**src/rtl/cdu_pkg.sv**
```systemverilog
// Shared types and helpers for the CDU read counter bank.
package cdu_pkg;

    typedef enum logic {
        IDLE,
        OFFER
    } cdu_state_e;

    localparam logic DIR_PLUS  = 1'b0;
    localparam logic DIR_MINUS = 1'b1;

    // Backlog range is symmetric, so the most negative code is never used.
    function automatic int pend_limit(input int pend_w);
        return (1 << (pend_w - 1)) - 1;
    endfunction

    function automatic int ch_width(input int nch);
        return (nch > 1) ? $clog2(nch) : 1;
    endfunction

endpackage

```
**src/rtl/cdu_rr_arbiter.sv**
```systemverilog
// Combinational round-robin pick: first requester after last_grant_i, wrapping modulo NCH.
module cdu_rr_arbiter
    import cdu_pkg::*;
#(
    parameter int NCH  = 5,
    parameter int CH_W = 3
) (
    input  logic [NCH-1:0]  req_i,
    input  logic [CH_W-1:0] last_grant_i,
    output logic [CH_W-1:0] grant_o,
    output logic            any_req_o
);

    logic [CH_W-1:0] idx;

    always_comb begin
        grant_o   = '0;
        any_req_o = 1'b0;
        idx       = '0;
        for (int i = 1; i <= NCH; i++) begin
            if (int'(last_grant_i) + i >= NCH) begin
                idx = CH_W'(int'(last_grant_i) + i - NCH);
            end else begin
                idx = CH_W'(int'(last_grant_i) + i);
            end
            if (!any_req_o && req_i[idx]) begin
                any_req_o = 1'b1;
                grant_o   = idx;
            end
        end
    end

endmodule

```
**src/rtl/cdu_read_counter_bank.sv**
```systemverilog
// Multi-channel CDU read counter: wrap-around angles, signed report backlogs and a
// round-robin valid/ready pulse link draining the backlogs one count at a time.
module cdu_read_counter_bank
    import cdu_pkg::*;
#(
    parameter int NCH    = 5,
    parameter int WIDTH  = 16,
    parameter int PEND_W = 4,
    localparam int CH_W  = ch_width(NCH)
) (
    input  logic                 CLOCKH,
    input  logic                 rst_n,
    input  logic [NCH-1:0]       up,
    input  logic [NCH-1:0]       dn,
    input  logic [NCH-1:0]       zero,
    output logic [NCH*WIDTH-1:0] angle,
    output logic                 out_valid,
    output logic [CH_W-1:0]      out_ch,
    output logic                 out_dir,
    input  logic                 out_ready,
    output logic [NCH-1:0]       ovf,
    input  logic [NCH-1:0]       clr_ovf
);

    localparam int LIM = pend_limit(PEND_W);
    localparam int SW  = PEND_W + 2;
    localparam logic signed [SW-1:0] LIM_P = SW'(LIM);
    localparam logic signed [SW-1:0] LIM_N = SW'(-LIM);

    cdu_state_e      state_q, state_d;
    logic [CH_W-1:0] ch_q, ch_d;
    logic [CH_W-1:0] last_q, last_d;
    logic            dir_q, dir_d;
    logic [CH_W-1:0] grant;
    logic            any_req;
    logic            accept;
    logic [NCH-1:0]  req;
    logic [NCH-1:0]  pend_neg;

    // A zero on the offered channel overrides acceptance and withdraws the offer.
    assign accept = (state_q == OFFER) && out_ready && !zero[ch_q];

    for (genvar c = 0; c < NCH; c++) begin : g_ch
        logic [WIDTH-1:0]         ang_q, ang_d;
        logic signed [PEND_W-1:0] pend_q, pend_d;
        logic                     ovf_q, ovf_d;
        logic signed [SW-1:0]     delta;
        logic signed [SW-1:0]     sum;
        logic                     sat;

        always_comb begin
            delta = '0;
            ang_d = ang_q;
            if (up[c] && !dn[c]) begin
                delta = delta + SW'(1);
                ang_d = ang_q + WIDTH'(1);
            end else if (dn[c] && !up[c]) begin
                delta = delta - SW'(1);
                ang_d = ang_q - WIDTH'(1);
            end
            // Acceptance is summed with the same-cycle increment before clamping.
            if (accept && (ch_q == CH_W'(c))) begin
                delta = (dir_q == DIR_PLUS) ? delta - SW'(1) : delta + SW'(1);
            end
            sum    = SW'(pend_q) + delta;
            sat    = 1'b0;
            pend_d = PEND_W'(sum);
            if (sum > LIM_P) begin
                pend_d = PEND_W'(LIM_P);
                sat    = 1'b1;
            end else if (sum < LIM_N) begin
                pend_d = PEND_W'(LIM_N);
                sat    = 1'b1;
            end
            if (zero[c]) begin
                ang_d  = '0;
                pend_d = '0;
                sat    = 1'b0;
            end
            ovf_d = sat ? 1'b1 : (clr_ovf[c] ? 1'b0 : ovf_q);
        end

        always_ff @(posedge CLOCKH or negedge rst_n) begin
            if (!rst_n) begin
                ang_q  <= '0;
                pend_q <= '0;
                ovf_q  <= 1'b0;
            end else begin
                ang_q  <= ang_d;
                pend_q <= pend_d;
                ovf_q  <= ovf_d;
            end
        end

        assign angle[c*WIDTH +: WIDTH] = ang_q;
        assign ovf[c]      = ovf_q;
        assign req[c]      = (pend_q != '0) && !zero[c];
        assign pend_neg[c] = pend_q[PEND_W-1];
    end

    cdu_rr_arbiter #(
        .NCH  (NCH),
        .CH_W (CH_W)
    ) u_arb (
        .req_i        (req),
        .last_grant_i (last_q),
        .grant_o      (grant),
        .any_req_o    (any_req)
    );

    always_comb begin
        state_d = state_q;
        ch_d    = ch_q;
        dir_d   = dir_q;
        last_d  = last_q;
        case (state_q)
            IDLE: begin
                if (any_req) begin
                    ch_d    = grant;
                    dir_d   = pend_neg[grant] ? DIR_MINUS : DIR_PLUS;
                    state_d = OFFER;
                end
            end
            OFFER: begin
                if (zero[ch_q]) begin
                    state_d = IDLE;
                end else if (out_ready) begin
                    last_d  = ch_q;
                    state_d = IDLE;
                end
            end
            default: state_d = IDLE;
        endcase
    end

    always_ff @(posedge CLOCKH or negedge rst_n) begin
        if (!rst_n) begin
            state_q <= IDLE;
            ch_q    <= '0;
            dir_q   <= DIR_PLUS;
            last_q  <= CH_W'(NCH - 1);
        end else begin
            state_q <= state_d;
            ch_q    <= ch_d;
            dir_q   <= dir_d;
            last_q  <= last_d;
        end
    end

    assign out_valid = (state_q == OFFER);
    assign out_ch    = ch_q;
    assign out_dir   = dir_q;

endmodule

```
**config.mk**
```make
export PLATFORM = sky130hd
export DESIGN_NAME = cdu_read_counter_bank
export DESIGN_NICKNAME = d
export VERILOG_FILES = /design/src/rtl/cdu_pkg.sv /design/src/rtl/cdu_rr_arbiter.sv /design/src/rtl/cdu_read_counter_bank.sv
export SDC_FILE = /design/constraint.sdc
export NUM_CORES = 1
export LEC_CHECK = 0
export ABC_AREA = 1
export CAP_MARGIN = 20
export CORE_MARGIN = 3
export CORE_UTILIZATION = 55
export DETAILED_ROUTE_END_ITERATION = 8
export HOLD_SLACK_MARGIN = 0.06
export PLACE_DENSITY = 0.83
export SETUP_SLACK_MARGIN = 0.15
export SLEW_MARGIN = 20
export SYNTH_ARGS = -nofsm -noshare
export SYNTH_HDL_FRONTEND = slang
export SYNTH_SLANG_ARGS = --single-unit
export TNS_END_PERCENT = 100
```
**constraint.sdc**
```tcl
create_clock -name CLOCKH -period 6.45 [get_ports CLOCKH]
set_input_delay 0.645 -clock CLOCKH [delete_from_list [all_inputs] [get_ports CLOCKH]]
set_output_delay 0.645 -clock CLOCKH [all_outputs]
set_load 0.01 [all_outputs]
```
## Yosys cells after proc, flatten, opt, wreduce, memory -nomap -nowiden

Index checks and enable logic that the tools add are counted.

- Add/subtract/negate cells: 35
- $lt $le $gt $ge: 22
- Eq/ne operators: 4
- Muxes and demuxes: 109
- Bitwise gates (word level): 2
- Reduce and logical (&&, ||, !) cells: 64

Operators with widths:

| operator | count |
|---|---|
| $mux 16 | 15 |
| $mux 6 | 20 |
| $add 16x1->16 const B | 5 |
| $sub 16x1->16 const B | 5 |
| $mux 4 | 15 |
| $mux 1 | 41 |
| $add 4x6->6 | 5 |
| $add 6x2->6 const B | 5 |
| $gt 6x4->1 const B | 5 |
| $lt 6x4->1 const B | 5 |
| $mux 3 | 10 |
| $sub 6x2->6 const B | 5 |
| $lt 3x4->1 const B | 7 |
| $logic_and 1x1->1 | 26 |
| $bmux 1 s3 | 7 |
| $ge 4x3->1 const B | 5 |
| $logic_not 1->1 | 20 |
| $reduce_bool 4->1 | 5 |
| $reduce_bool 3->1 | 5 |
| $sub 3x3->3 const B | 5 |
| $reduce_bool 2->1 | 5 |
| $add 3x2->4 const B | 2 |
| $add 3x3->4 const B | 2 |
| $eq 3x2->1 const B | 2 |
| other kinds (8) | 9 |

- Flip-flop bits (word level): 113
- Input port bits: 23
- Output and inout port bits: 90

## Depth between registers and ports, before layout

Gate-level depths: netlist of the first run.

- Word-level depth: 21
- Mapped depth: 25

## Modules after synthesis

From an unflattened synthesis of the first run, not the netlist that was laid out.

- Cell total of the unflattened synthesis: 1718
- Area total of the unflattened synthesis: 11190.7 um^2

Modules (own cells, without submodules):

| module | instances | cells each | area an instance (um^2) |
|---|---|---|---|
| cdu_read_counter_bank | 1 | 1543 | 10166.0 |
| cdu_rr_arbiter | 1 | 175 | 1024.7 |

## Least setup slack after synthesis of the first run

No wires, ideal clock.

- Path type: input port to flip-flop
- Start point: in zero[2]
- End point: reg g_ch[3].ovf_q
- Data arrival time: 3417 ps
- Required time: 6318 ps
- Setup slack: 2901 ps
- Stages on the path: 21
- Path buffers: 1
- Path through: clkbuf_1 nand2_1 a41oi_1 a31oi_1 nand2_1 nor2_1 nand2_1 inv_1 nand2_1 o21ai_0 inv_1 ha_1 nand2_1 nor2_1 a211oi_1 xor2_1 inv_1 o21ai_0 inv_1 o21ai_0 o21ai_0

- Cells in the longest elaborated chain, start to end: 12
- Elaborated cells between the ends (all ways): 14
- Those cells by class: add/sub (1); order compare (2); mux (7); reduce/logical (4)

Ends and longest elaborated chain:

| element | line | RTL |
|---|---|---|
| start, declared | cdu_read_counter_bank.sv:15 | `input logic [NCH-1:0] zero,` |
| $bmux 1 s3 (*) | cdu_read_counter_bank.sv:41 | `assign accept = (state_q == OFFER) && out_ready && !zero[ch_q];` |
| $mux 1 (not written as such) (*) | cdu_read_counter_bank.sv:41 |  |
| $logic_not 1->1 (*) | cdu_read_counter_bank.sv:41 |  |
| $logic_and 1x1->1 (*) | cdu_read_counter_bank.sv:41 |  |
| $logic_and 1x1->1 (*) | cdu_read_counter_bank.sv:62 | `if (accept && (ch_q == CH_W'(c))) begin` |
| $mux 6 (*) | cdu_read_counter_bank.sv:62 |  |
| $add 4x6->6 (*) | cdu_read_counter_bank.sv:65 | `sum = SW'(pend_q) + delta;` |
| $lt 6x4->1 | cdu_read_counter_bank.sv:71 | `end else if (sum < LIM_N) begin` |
| $mux 1 | cdu_read_counter_bank.sv:71 |  |
| $mux 1 (*) | cdu_read_counter_bank.sv:68 | `if (sum > LIM_P) begin` |
| $mux 1 (*) | cdu_read_counter_bank.sv:75 | `if (zero[c]) begin` |
| $mux 1 or $reduce_bool 2->1 (tied branches) | - |  |
| end signal, assigned | cdu_read_counter_bank.sv:91 | `ovf_q <= ovf_d;` |
| end, declared | cdu_read_counter_bank.sv:46 | `logic ovf_q, ovf_d;` |

Every way passes the cells marked *; elsewhere a longest branch is shown, timed or not. The select of a mux whose other input is x is not followed.
A chain may end at the register's enable or synchronous reset.

## Worst setup path after layout of the first run

- Start point: in zero[2]
- End point: reg g_ch[3].pend_q[0]

- Cells in the longest elaborated chain, start to end: 11
- Elaborated cells between the ends (all ways): 12
- Those cells by class: add/sub (1); order compare (2); mux (6); reduce/logical (3)

Ends and longest elaborated chain:

| element | line | RTL |
|---|---|---|
| $bmux 1 s3 (*) | cdu_read_counter_bank.sv:41 |  |
| $mux 1 (not written as such) (*) | cdu_read_counter_bank.sv:41 |  |
| $logic_not 1->1 (*) | cdu_read_counter_bank.sv:41 |  |
| $logic_and 1x1->1 (*) | cdu_read_counter_bank.sv:41 |  |
| $logic_and 1x1->1 (*) | cdu_read_counter_bank.sv:62 |  |
| $mux 6 (*) | cdu_read_counter_bank.sv:62 |  |
| $add 4x6->6 (*) | cdu_read_counter_bank.sv:65 |  |
| $lt 6x4->1 | cdu_read_counter_bank.sv:71 |  |
| $mux 4 | cdu_read_counter_bank.sv:71 |  |
| $mux 4 (*) | cdu_read_counter_bank.sv:68 |  |
| $mux 4 (*) | cdu_read_counter_bank.sv:75 |  |
| via g_ch[3].pend_d[0] | cdu_read_counter_bank.sv:45 | `logic signed [PEND_W-1:0] pend_q, pend_d;` |
| end signal, assigned | cdu_read_counter_bank.sv:90 | `pend_q <= pend_d;` |
| end, declared | cdu_read_counter_bank.sv:45 |  |

Mark *: on every way through the listed nets, which the timed path passes. The rest lies on a longest branch. The select of a mux whose other input is x is not followed.

==> metrics.md, run 1 <==
| Metric | Value |
|---|---|
| Total congestion overflow | `0` |
| Dominant synthesized flop cell | `dfrtp_1` |
| Worst-Margin Slew | `0.9308 ns` |
| Most used cell, CP | `nand2_1` |
| Area contributors post-synth | `dfrtp_1, ha_1, nand2_1` |
| Vias per cell | `5.600` |
| Initial antenna violation count | `0` |
| Post-CTS sizing | `0` |
| Pwr dens | `501.6 mW/mm^2` |
| First-pass GRT wire length | `43.21 mm` |
| P&R area growth vs syn | `19.19%` |
| Clk sink count | `113` |
| FFs w/ async S/R, synth | `100.0%` |
| Inserted Diodes | `0` |
| Mapped Area | `0.009968 sq mm` |
| Drt pass-1 iters | `6` |
| Crit Reg-Reg Startpoint | `out_ch[1]$_DFFE_PN0P_` |
| Synth warn | `0` |
| Top delay family on crit path | `compound AO/OA/AOI/OAI gates` |
| Clock latency on the worst-skew pair | `0.42 ns` |
| Met3 routed WL | `1.710 mm` |
| Outcome | `complete, no violations` |
| R2R setup slack | `2.42 ns` |
| Clk_skew | `0.008523 ns` |
| Post-DP HPWL | `18.76 mm` |
| Top layer in use | `met4` |
| Post-synth top area share | `28.12%` |
| DRT antenna net count | `0` |
| Final Wtd Congestion | `0.9046` |
| Met2 WL | `12.01 mm` |
| Clock buffer count from CTS | `17` |
| Max-slew violations | `0` |
| CP endpoint | `g_ch[3].pend_q[0]$_DFF_PN0_` |
| Ratio of cells with drive above 1 in the final layout | `4.524%` |
| Worst Setup End Kind | `register` |
| Synth Net Count | `1532` |
| Sequential fraction of the synthesis area | `28.38%` |
| Post-synth top area cell | `dfrtp_1` |
| Post-Synthesis Cells | `1371` |
| Via count | `9676` |
| Final TNS setup | `0 ns` |
| Met1 wire length | `10.98 mm` |
| Fin nets | `1651` |
| Most frequent cells in the layout | `nand2_1, inv_1, o21ai_0` |
| Maximum VDD drop | `0.5652 mV` |
| Core area | `0.01754 sq mm` |
| CP Cell Sequence | `clkdlybuf4s50_1 -> nand2_1 -> a41oi_1 -> a31oi_1 -> nand2_1 -> nor2_1 -> nand2_1 -> inv_1 -> nand2_1 -> o21ai_0 -> inv_1 -> ha_1 -> nand2_1 -> nor2_1 -> a211oi_1 -> xor2_1 -> inv_1 -> o21ai_0 -> inv_1 -> o21ai_0 -> o21ai_0` |
| Origin of the worst setup path | `zero[2]` |
| Postcts setup bufs | `0` |
| Clock transition at path regs | `0.06 ns` |
| CP Launch Type | `input pin` |
| Slowest stage delay, CP | `0.60 ns` |
| Hold Crit Class | `in2async` |
| Max stage delay cell, worst path | `clkdlybuf4s50_1` |
| Setup Crit Path Kind | `in2reg` |
| Buffers on Ports | `112` |
| Hold WS | `0.2301 ns` |
| Critical path buffers and inverters | `5` |
| Number of H-tree levels | `4` |
| Bufs on Longest Clock Path | `2` |
| Final setup fails | `0` |
| Die Ht | `140.6 microns` |
| Leak | `6.127 nW` |
| Largest net degree at the start of global routing | `70` |
| Yosys cell types | `47` |
| Starting Density | `56.84%` |
| Die W | `140.6 microns` |
| Most common cell after layout, fill and taps aside | `nand2_1` |
| Unrepaired setup endpoints after global routing | `false` |
| Period utilization | `66.58%` |
| Req. time, crit path | `6.74 ns` |
| Cts hold-fix bufs | `0` |
| Syn Area/Cell | `7.271 sq um` |
| WL final | `25.16 mm` |
| Area after DPL | `0.01131 sq mm` |
| Finished Cell Area | `0.01188 sq mm` |
| Final Hold Fails | `0` |
| CTS tree | `yes` |
| Initial drt markers | `403` |
| Vias in the first global route | `9400` |
| FP Rows | `48` |
| Arr. time, crit path | `4.58 ns` |
| Post-synthesis register bit count | `113` |
| Fill cells | `1481` |
| Slew margin rel. | `37.95%` |
| Fin crit period | `4.294 ns` |
| Number of cells on the critical path | `21` |
| Max Cap Viol | `0` |
| Die area | `0.01978 sq mm` |
| Io pins | `113` |
| Wire per inst | `14.56 microns` |
| Max Fanout on Critical Path | `8` |
| Reg2reg end | `g_ch[3].pend_q[0]$_DFF_PN0_` |
| Remaining routing DRC violations | `0` |
| Clock root buffer | `clkbuf_16` |
| Tot GR Track Use | `26.00%` |
| Max Clk Rate | `232.9 MHz` |
| EDFF count, synth | `0` |
| R2R depth | `21` |
-- report_power, final --
part	leakage [nW]	switching, W	internal [W]
Clock	0.279	0.000340	0.000556
Sequential	1.45	0.000277	0.000969
Combinational	4.40	0.00229	0.00153
Total	6.13	0.00291	0.00305
-- sequential cells by signal, indices dropped and copies added, names as in the netlist --
signal / cells
g_ch.ovf_q: 5
out_valid: 1
last_q: 3
out_dir: 1
g_ch.ang_q: 80
g_ch.pend_q: 20
out_ch: 3
-- synth_stat cells (6+ instances only) --
cell / instances
a211oi_1: 9
a21oi_1: 108
a31oi_1: 6
clkbuf_1: 7
dfrtp_1: 112
fa_1: 11
ha_1: 127
inv_1: 218
nand2_1: 301
nand2_2: 11
nand3_1: 64
nand4_1: 13
nor2_1: 94
nor3_1: 18
o2111ai_1: 10
o21ai_0: 145
o22ai_1: 6
o31ai_1: 12
xor2_1: 36
-- routing by layer --
metal / vias up / GRT usage, %
met3: 46 / 5.461
met5: - / 0
met4: 0 / 8.567
met1: 4494 / 34.31
li1: 4814 / -
met2: 322 / 42.84
-- per-stage QoR --
step           instances  utilization [%]  total power (W)  setup slack (ns)
2_1_floorplan       1371                -         0.003965             2.901
3_3_place_gp        1695            64.48         0.004891             2.130
3_5_place_dp        1695            64.48         0.005004             1.858
4_1_cts             1727            67.67         0.005938             2.190
5_1_grt             1728            67.75         0.006571             1.662
6_report            1728            67.75         0.005960             2.156
-- cell type report --
| class | count | area [sq um] | area share (%) |
|---|---|---|---|
| tap | 225 | 281.5 | 2.369 |
| clock buffer | 22 | 474.2 | 3.991 |
| multi-input combinational | 1023 | 6242 | 52.54 |
| timing repair buffer | 115 | 1141 | 9.604 |
| clock inverter | 10 | 85.08 | 0.7161 |
| inverter | 220 | 828.3 | 6.971 |
| sequential | 113 | 2829 | 23.81 |
-- cell families (layout without fill, tap and decap cells) --
| logic type | after synthesis | in the layout | share of synthesized area, % |
|---|---|---|---|
| flip-flops | 113 | 113 | 28.38 |
| XOR/XNOR | 41 | 41 | 3.753 |
| adder cells (fa/ha/maj) | 138 | 138 | 18.15 |
| AO/OA/AOI/OAI | 327 | 327 | 18.40 |
| buffers and inverters | 235 | 367 | 9.163 |
| AND/OR/NAND/NOR | 517 | 517 | 22.15 |
-- how the worst min path moves through the flow --
| stage | end | slack (ns) | depth (start not counted) |
|---|---|---|---|
| after global routing | g_ch[3].ang_q[15]$_DFFE_PN0P_ | 0.26 | 1 |
| after CTS | g_ch[3].ang_q[15]$_DFFE_PN0P_ | 0.25 | 1 |
| final | g_ch[3].ang_q[15]$_DFFE_PN0P_ | 0.23 | 1 |
| after floorplan | g_ch[0].ang_q[0]$_DFFE_PN0P_ | 0.35 | 0 |
| after detailed placement | g_ch[3].ang_q[9]$_DFFE_PN0P_ | 0.50 | 2 |
| after global placement | g_ch[3].ang_q[10]$_DFFE_PN0P_ | 0.50 | 2 |
-- worst reg2reg max path, stage by stage, from the launching register on --
cell	delay, ns
dfrtp_1	0.49
nor2_1	0.14
nand2_1	0.10
a41oi_1	0.14
a31oi_1	0.16
nand2_1	0.08
nor2_1	0.29
nand2_1	0.09
inv_1	0.15
nand2_1	0.13
o21ai_0	0.31
inv_1	0.12
ha_1	0.31
nand2_1	0.09
nor2_1	0.05
a211oi_1	0.29
xor2_1	0.21
inv_1	0.09
o21ai_0	0.27
inv_1	0.06
o21ai_0	0.21
o21ai_0	0.13
Power figures use the tool's default switching activity.
==> inputs of run 2 (changes only) <==
Settings changed: CORE_UTILIZATION 55 to 53, PLACE_DENSITY 0.83 to 0.84.
Clock period 6.45 ns to 3.8 ns, I/O delays scaled along.
==> run 2 against run 1 <==
Net effect: worst setup slack worse by 1.8 ns; design area is 2.1% higher; clock skew is 0.0012 ns lower; final cell count is 1.8% higher; sequential power is 67% higher; register-to-register slack worse by 2.0 ns; non-clock buffer count is 28 higher; sequential cell count stayed put; total power is 73% higher; sequential share of layout area is 0.47 points lower; critical endpoint is now g_ch[1].pend_q[2]$_DFF_PN0_; highest routed layer is now met5.
==> metrics.md, run 2 (same netlist as run 1, synthesis figures left out) <==
| Metric | Value |
|---|---|
| Bufs on Longest Clock Path | `2 (unchanged)` |
| First-pass GRT wire length | `42.06 mm (-2.7%)` |
| Via count | `9672 (-0.041%)` |
| Drt pass-1 iters | `7 (+1)` |
| Total congestion overflow | `0 (unchanged)` |
| Top layer in use | `met5` |
| P&R area growth vs syn | `21.69%` |
| Die W | `143.1 microns (+1.8%)` |
| Ratio of cells with drive above 1 in the final layout | `6.667% (+2.1 points)` |
| Max Clk Rate | `293.7 MHz` |
| Largest net degree at the start of global routing | `49 (-30%)` |
| Final setup fails | `0 (unchanged)` |
| Die Ht | `143.1 microns (+1.8%)` |
| Remaining routing DRC violations | `0 (unchanged)` |
| Area after DPL | `0.01152 sq mm (+1.8%)` |
| Slew margin rel. | `51.08% (+13 points)` |
| Maximum VDD drop | `0.4314 mV (-24%)` |
| Clock transition at path regs | `0.05 ns (about the same)` |
| Hold path startpoint | `g_ch[2].ang_q[9]$_DFFE_PN0P_` |
| Final Wtd Congestion | `0.9269 (+2.5%)` |
| Clk sink count | `113 (unchanged)` |
| Leak | `6.265 nW (+2.2%)` |
| Arr. time, crit path | `3.74 ns (-0.84 ns)` |
| Unrepaired setup endpoints after global routing | `false` |
| Number of H-tree levels | `4 (unchanged)` |
| Inserted Diodes | `0 (unchanged)` |
| Met1 wire length | `11.38 mm (+3.7%)` |
| Most flops, register | `g_ch.ang_q` |
| Crit Reg-Reg Startpoint | `out_ch[0]$_DFFE_PN0P_` |
| Setup slack after placement | `-0.07723 ns (-1.936 ns)` |
| Max stage delay cell, worst path | `dfrtp_2` |
| Clock buffer count from CTS | `17 (unchanged)` |
| Origin of the worst setup path | `out_ch[0]$_DFFE_PN0P_` |
| Critical path buffers and inverters | `3 (-2)` |
| Worst Setup End Kind | `register` |
| PnR worst setup slack | `0.3948 ns (-1.761 ns)` |
| Most common cell after layout, fill and taps aside | `nand2_1` |
| Initial antenna violation count | `1 (+1)` |
| Setup Crit Path Kind | `reg2reg` |
| Max FFs per register | `80 (unchanged)` |
| FP Rows | `49 (+2.1%)` |
| Met2 WL | `12.02 mm (about the same)` |
| Core area | `0.01821 sq mm (+3.8%)` |
| Req. time, crit path | `4.13 ns (-2.61 ns)` |
| CTS tree | `yes` |
| Most used cell, CP | `nand2_1` |
| Fin crit period | `3.405 ns` |
| Io pins | `113 (unchanged)` |
| Starting Density | `54.74% (-2.1 points)` |
| Outcome | `complete, no violations` |
| Finished Cell Area | `0.01213 sq mm (+2.1%)` |
| Met3 routed WL | `1.420 mm (-17%)` |
| Max Fanout on Critical Path | `6 (-2)` |
| Clk_skew | `0.007317 ns (-0.001206 ns)` |
| Pwr dens | `849.6 mW/mm^2 (+69%)` |
| Post-DP HPWL | `18.89 mm (+0.71%)` |
| CP Launch Type | `register` |
| Max Cap Viol | `0 (unchanged)` |
| Max-slew violations | `0 (unchanged)` |
| Worst-Margin Slew | `0.7311 ns (-0.1996 ns)` |
| DRT antenna net count | `0 (unchanged)` |
| Vias in the first global route | `9073 (-3.5%)` |
| Top delay family on crit path | `simple AND/OR/NAND/NOR gates` |
| Slowest stage delay, CP | `0.46 ns (-0.14 ns)` |
| Tot GR Track Use | `24.93% (-1.1 points)` |
| Final Hold Fails | `0 (unchanged)` |
| Fin nets | `1679 (+1.7%)` |
| Initial drt markers | `479 (+19%)` |
| Fill cells | `1485 (+0.27%)` |
| Wire per inst | `14.36 microns (-1.3%)` |
| Period utilization | `89.61%` |
| Die area | `0.02049 sq mm (+3.6%)` |
| Biggest regs | `g_ch.ang_q x80, g_ch.pend_q x20, g_ch.ovf_q x5` |
| Hold Crit Class | `reg2reg` |
| Most frequent cells in the layout | `nand2_1, inv_1, o21ai_0` |
| Vias per cell | `5.499 (-1.8%)` |
| WL final | `25.27 mm (+0.44%)` |
| Clock root buffer | `clkbuf_16` |
| Buffers on Ports | `112 (unchanged)` |
| CP Cell Sequence | `nand2_1 -> inv_1 -> nand2_1 -> a41oi_1 -> a31oi_1 -> nand2_1 -> nor2_2 -> nand2_1 -> inv_2 -> nand2_1 -> nand2_1 -> o21ai_0 -> buf_4 -> fa_1 -> o21ai_0 -> xor2_1 -> a31oi_1 -> or2_2 -> a21oi_1` |
| Clock latency on the worst-skew pair | `0.42 ns (about the same)` |
[run 2: worst register-to-register path: cells and delay by family (launching register included)]
kind / cells / cell delay (ns)
AOI/OAI and AO/OA: 6 / 0.90
adders and majority gates: 1 / 0.43
DFF: 1 / 0.46
buffers and inverters: 3 / 0.31
and+or+nand+nor: 8 / 1.02
xor gates and xnor gates: 1 / 0.21
[run 2: where the power goes]
| part | internal (W) | switching [W] | total (W) |
|---|---|---|---|
| logic | 0.00270 | 0.00396 | 0.00666 |
| clock network | 0.000995 | 0.000556 | 0.00155 |
| registers | 0.00165 | 0.000448 | 0.00209 |
[run 2: routing by layer]
layer	up-vias	GRT usage (%)
met3	42	5.090
met1	4498	33.41
met5	-	0
li1	4867	-
met2	263	41.44
met4	2	6.303
[run 2: stage by stage]
stage	cells	utilization (%)	hold WS (ns)	setup TNS, ns	total power [W]
4_1_cts	1758	66.43	0.5158	0	0.01023
5_1_grt	1759	66.62	0.5403	0	0.01133
6_report	1759	66.62	0.5140	0	0.01031
3_5_place_dp	1726	63.24	0.4449	-0.1690	0.008588
3_3_place_gp	1726	63.24	0.4463	0	0.008372
2_1_floorplan	1371	-	0.08441	0	0.006730
[run 2: layout make-up]
class | count | area [sq um] | area share, %
Multi-Input combinational cell | 1023 | 6261 | 51.61
Sequential cell | 113 | 2831 | 23.34
Timing Repair Buffer | 143 | 1354 | 11.16
Inverter | 220 | 828.3 | 6.828
Clock buffer | 26 | 519.2 | 4.281
Tap cell | 229 | 286.5 | 2.362
Clock inverter | 5 | 50.05 | 0.4126
[run 2: final timing paths]
kind,slack [ns],depth (start not counted),endpoint
worst max-delay path,0.39,19,g_ch[1].pend_q[2]$_DFF_PN0_
worst min-delay path,0.51,2,g_ch[2].ang_q[9]$_DFFE_PN0P_
worst max register to register,0.39,19,g_ch[1].pend_q[2]$_DFF_PN0_
worst min register to register,0.51,2,g_ch[2].ang_q[9]$_DFFE_PN0P_
max in group asynchronous,2.33,3,g_ch[0].ang_q[6]$_DFFE_PN0P_
min in group asynchronous,0.54,2,g_ch[3].ang_q[13]$_DFFE_PN0P_
[run 2: timing repair]
action / CTS / global route
hold buffers: 1 / 0
setup buffers: 0 / 1
resized for setup: 0 / 15
hold endpoints to repair: 45 / 0
setup endpoints to repair: 0 / 18
==> inputs of run 3 (changes only) <==
Settings changed: CORE_UTILIZATION 53 to 55, PLACE_DENSITY 0.84 to 0.83.
Clock period 3.8 ns to 4.2 ns, I/O delays scaled along.
==> run 3 against run 2 <==
Net effect: non-clock buffer count down 14; clock-buffer cell count unchanged; worst setup slack better by 0.075 ns; clock power down 7%.
==> metrics.md, run 3 (same netlist as run 1, synthesis figures left out) <==
| Metric | Value |
|---|---|
| Outcome | `complete, no violations` |
| Clk sink count | `113 (unchanged)` |
| Clk_skew | `0.006450 ns (-0.0008674 ns)` |
| Hold Crit Class | `reg2reg` |
| Crit Reg-Reg Startpoint | `out_ch[1]$_DFFE_PN0P_` |
| Max Fanout on Critical Path | `7 (+1)` |
| Sw Ratio | `48.01% (-0.19 points)` |
| Seq pwr share | `20.4% (about the same)` |
| Largest net degree at the start of global routing | `45 (-8.2%)` |
| Initial antenna violation count | `1 (unchanged)` |
| Drt pass-1 iters | `5 (-2)` |
| Most frequent cells in the layout | `nand2_1, inv_1, o21ai_0` |
| WL final | `24.87 mm (-1.6%)` |
| Worst-Margin Slew | `0.7208 ns (-0.01031 ns)` |
| Unrepaired setup endpoints after global routing | `false` |
| Ratio of cells with drive above 1 in the final layout | `5.211% (-1.5 points)` |
| Die area | `0.01978 sq mm (-3.5%)` |
| Final TNS setup | `0 ns (unchanged)` |
| Die Ht | `140.6 microns (-1.8%)` |
| Max FFs per register | `80 (unchanged)` |
| Final Hold Fails | `0 (unchanged)` |
| Bufs on Longest Clock Path | `2 (unchanged)` |
| Combinational group share of total power | `64.0% (-0.6 points)` |
| Origin of the worst setup path | `out_ch[1]$_DFFE_PN0P_` |
| Max Cap Viol | `0 (unchanged)` |
| CP Launch Type | `register` |
| R2R setup slack | `0.47 ns (+0.08 ns)` |
| Period utilization | `88.82% (-0.80 points)` |
| Setup Crit Path Kind | `reg2reg` |
| Pwr dens | `768.3 mW/mm^2 (-9.6%)` |
| Internal | `0.004799 W (-10%)` |
| Die W | `140.6 microns (-1.8%)` |
| Clock latency on the worst-skew pair | `0.41 ns (about the same)` |
| Fin nets | `1665 (-0.83%)` |
| Total congestion overflow | `0 (unchanged)` |
| R2R depth | `21 (+2)` |
| Max Clk Rate | `268.1 MHz (-8.7%)` |
| Most common cell after layout, fill and taps aside | `nand2_1` |
| CTS tree | `yes` |
| Biggest regs | `g_ch.ang_q x80, g_ch.pend_q x20, g_ch.ovf_q x5` |
| Via count | `9581 (-0.94%)` |
| Clock transition at path regs | `0.05 ns (about the same)` |
| Remaining routing DRC violations | `0 (unchanged)` |
| Post-DP HPWL | `18.85 mm (-0.23%)` |
| Max-slew violations | `0 (unchanged)` |
| Most flops, register | `g_ch.ang_q` |
| Tot GR Track Use | `25.41% (+0.47 points)` |
| Wire per inst | `14.28 microns (-0.57%)` |
| Req. time, crit path | `4.48 ns (+0.35 ns)` |
| Io pins | `113 (unchanged)` |
| Postcts setup bufs | `0 (unchanged)` |
| P&R area growth vs syn | `20.51%` |
| Final setup fails | `0 (unchanged)` |
| Clock buffer count from CTS | `17 (unchanged)` |
| Clock root buffer | `clkbuf_16` |
| Maximum VDD drop | `0.7784 mV (+80%)` |
| Vias in the first global route | `9334 (+2.9%)` |
| FP Rows | `48 (-2.0%)` |
| Hold path startpoint | `g_ch[2].ang_q[10]$_DFFE_PN0P_` |
| Clock Power Share | `15.6% (+0.6 points)` |
| Hold Path Cell Cnt | `2 (unchanged)` |
| Buffers on Ports | `112 (unchanged)` |
| Fin crit period | `3.730 ns (+0.3250 ns)` |
| First-pass GRT wire length | `42.17 mm (+0.26%)` |
| P_sw | `0.004431 W (-11%)` |
| Starting Density | `56.84% (+2.1 points)` |
| Leak | `6.204 nW (-0.98%)` |
| Total power | `0.009230 W (-10%)` |
| Inserted Diodes | `0 (unchanged)` |
| DRT antenna net count | `0 (unchanged)` |
| Vias per cell | `5.503 (about the same)` |
| Slew margin rel. | `51.77% (+0.69 points)` |
| Arr. time, crit path | `4.01 ns (+0.27 ns)` |
| Worst Setup End Kind | `register` |
| Initial drt markers | `509 (+6.3%)` |
| Final Wtd Congestion | `0.9284 (+0.16%)` |
| Core area | `0.01754 sq mm (-3.7%)` |
| Number of H-tree levels | `4 (unchanged)` |
run 3: worst paths after layout:
check                                           endpoint
max reg2reg                    g_ch[2].ovf_q$_DFFE_PN0P_
max in group asynchronous    g_ch[4].pend_q[2]$_DFF_PN0_
min in group asynchronous  g_ch[3].ang_q[13]$_DFFE_PN0P_
max                            g_ch[2].ovf_q$_DFFE_PN0P_
min                        g_ch[2].ang_q[10]$_DFFE_PN0P_
min reg2reg                g_ch[2].ang_q[10]$_DFFE_PN0P_
run 3: layer usage:
layer	routed length [microns]	vias up	share of wire [%]	global-route usage [%]
met1	11150	4430	45	32.87
li1	-	4837	-	-
met4	526	2	2.1	8.363
met2	11780	265	47	42.79
met5	20	-	0.080	0
met3	1386	47	5.6	5.088
run 3: what timing repair did:
item	CTS	global route
hold endpoints to repair	41	0
resized for setup	0	3
hold buffers	1	0
endpoints found under the setup margin	0	6
run 3: critical path, cell delays in order (launching register included):
cell      delay [ns]
dfrtp_1         0.48
nor2_1          0.14
nand2_1         0.08
a41oi_1         0.13
a31oi_1         0.20
nand2_1         0.10
nor2_1          0.14
nand2_1         0.06
inv_1           0.13
nand2_1         0.14
o21ai_0         0.19
inv_1           0.12
ha_1            0.31
nand2_1         0.09
nor2_1          0.04
a211oi_1        0.32
xor2_1          0.19
inv_1           0.07
o21ai_0         0.30
inv_1           0.06
o21ai_0         0.20
o21ai_0         0.12
run 3: power by group through the flow:
stage          Combinational [W]  Sequential (W)  Clock (W)
6_report                 0.00591         0.00188    0.00144
5_1_grt                  0.00670         0.00194    0.00151
4_1_cts                  0.00588         0.00188    0.00146
3_5_place_dp             0.00581         0.00189          0
3_3_place_gp             0.00565         0.00189          0
2_1_floorplan            0.00417         0.00192          0
run 3: final cells by class:
class | count | area, sq um
repair buffers | 129 | 1249
inverters | 220 | 828.3
flip-flops and latches | 113 | 2829
clock inverters | 5 | 75.07
multi-input cells | 1023 | 6241
fillers | 1436 | 5524
clock buffers | 26 | 509.2
well taps | 225 | 281.5
run 3: through the flow:
step,hold WS [ns],setup slack (ns),std cells,util [%],cell area (sq um)
finish,0.5108,0.4698,1741,68.50,12010
floorplan,0.1244,0.8759,1371,-,9968
global route,0.5401,0.1057,1741,68.50,12010
CTS,0.5160,0.4833,1741,68.47,12010
global placement,0.4514,0.3982,1709,65.08,11410
detailed placement,0.4671,0.1622,1709,65.08,11410
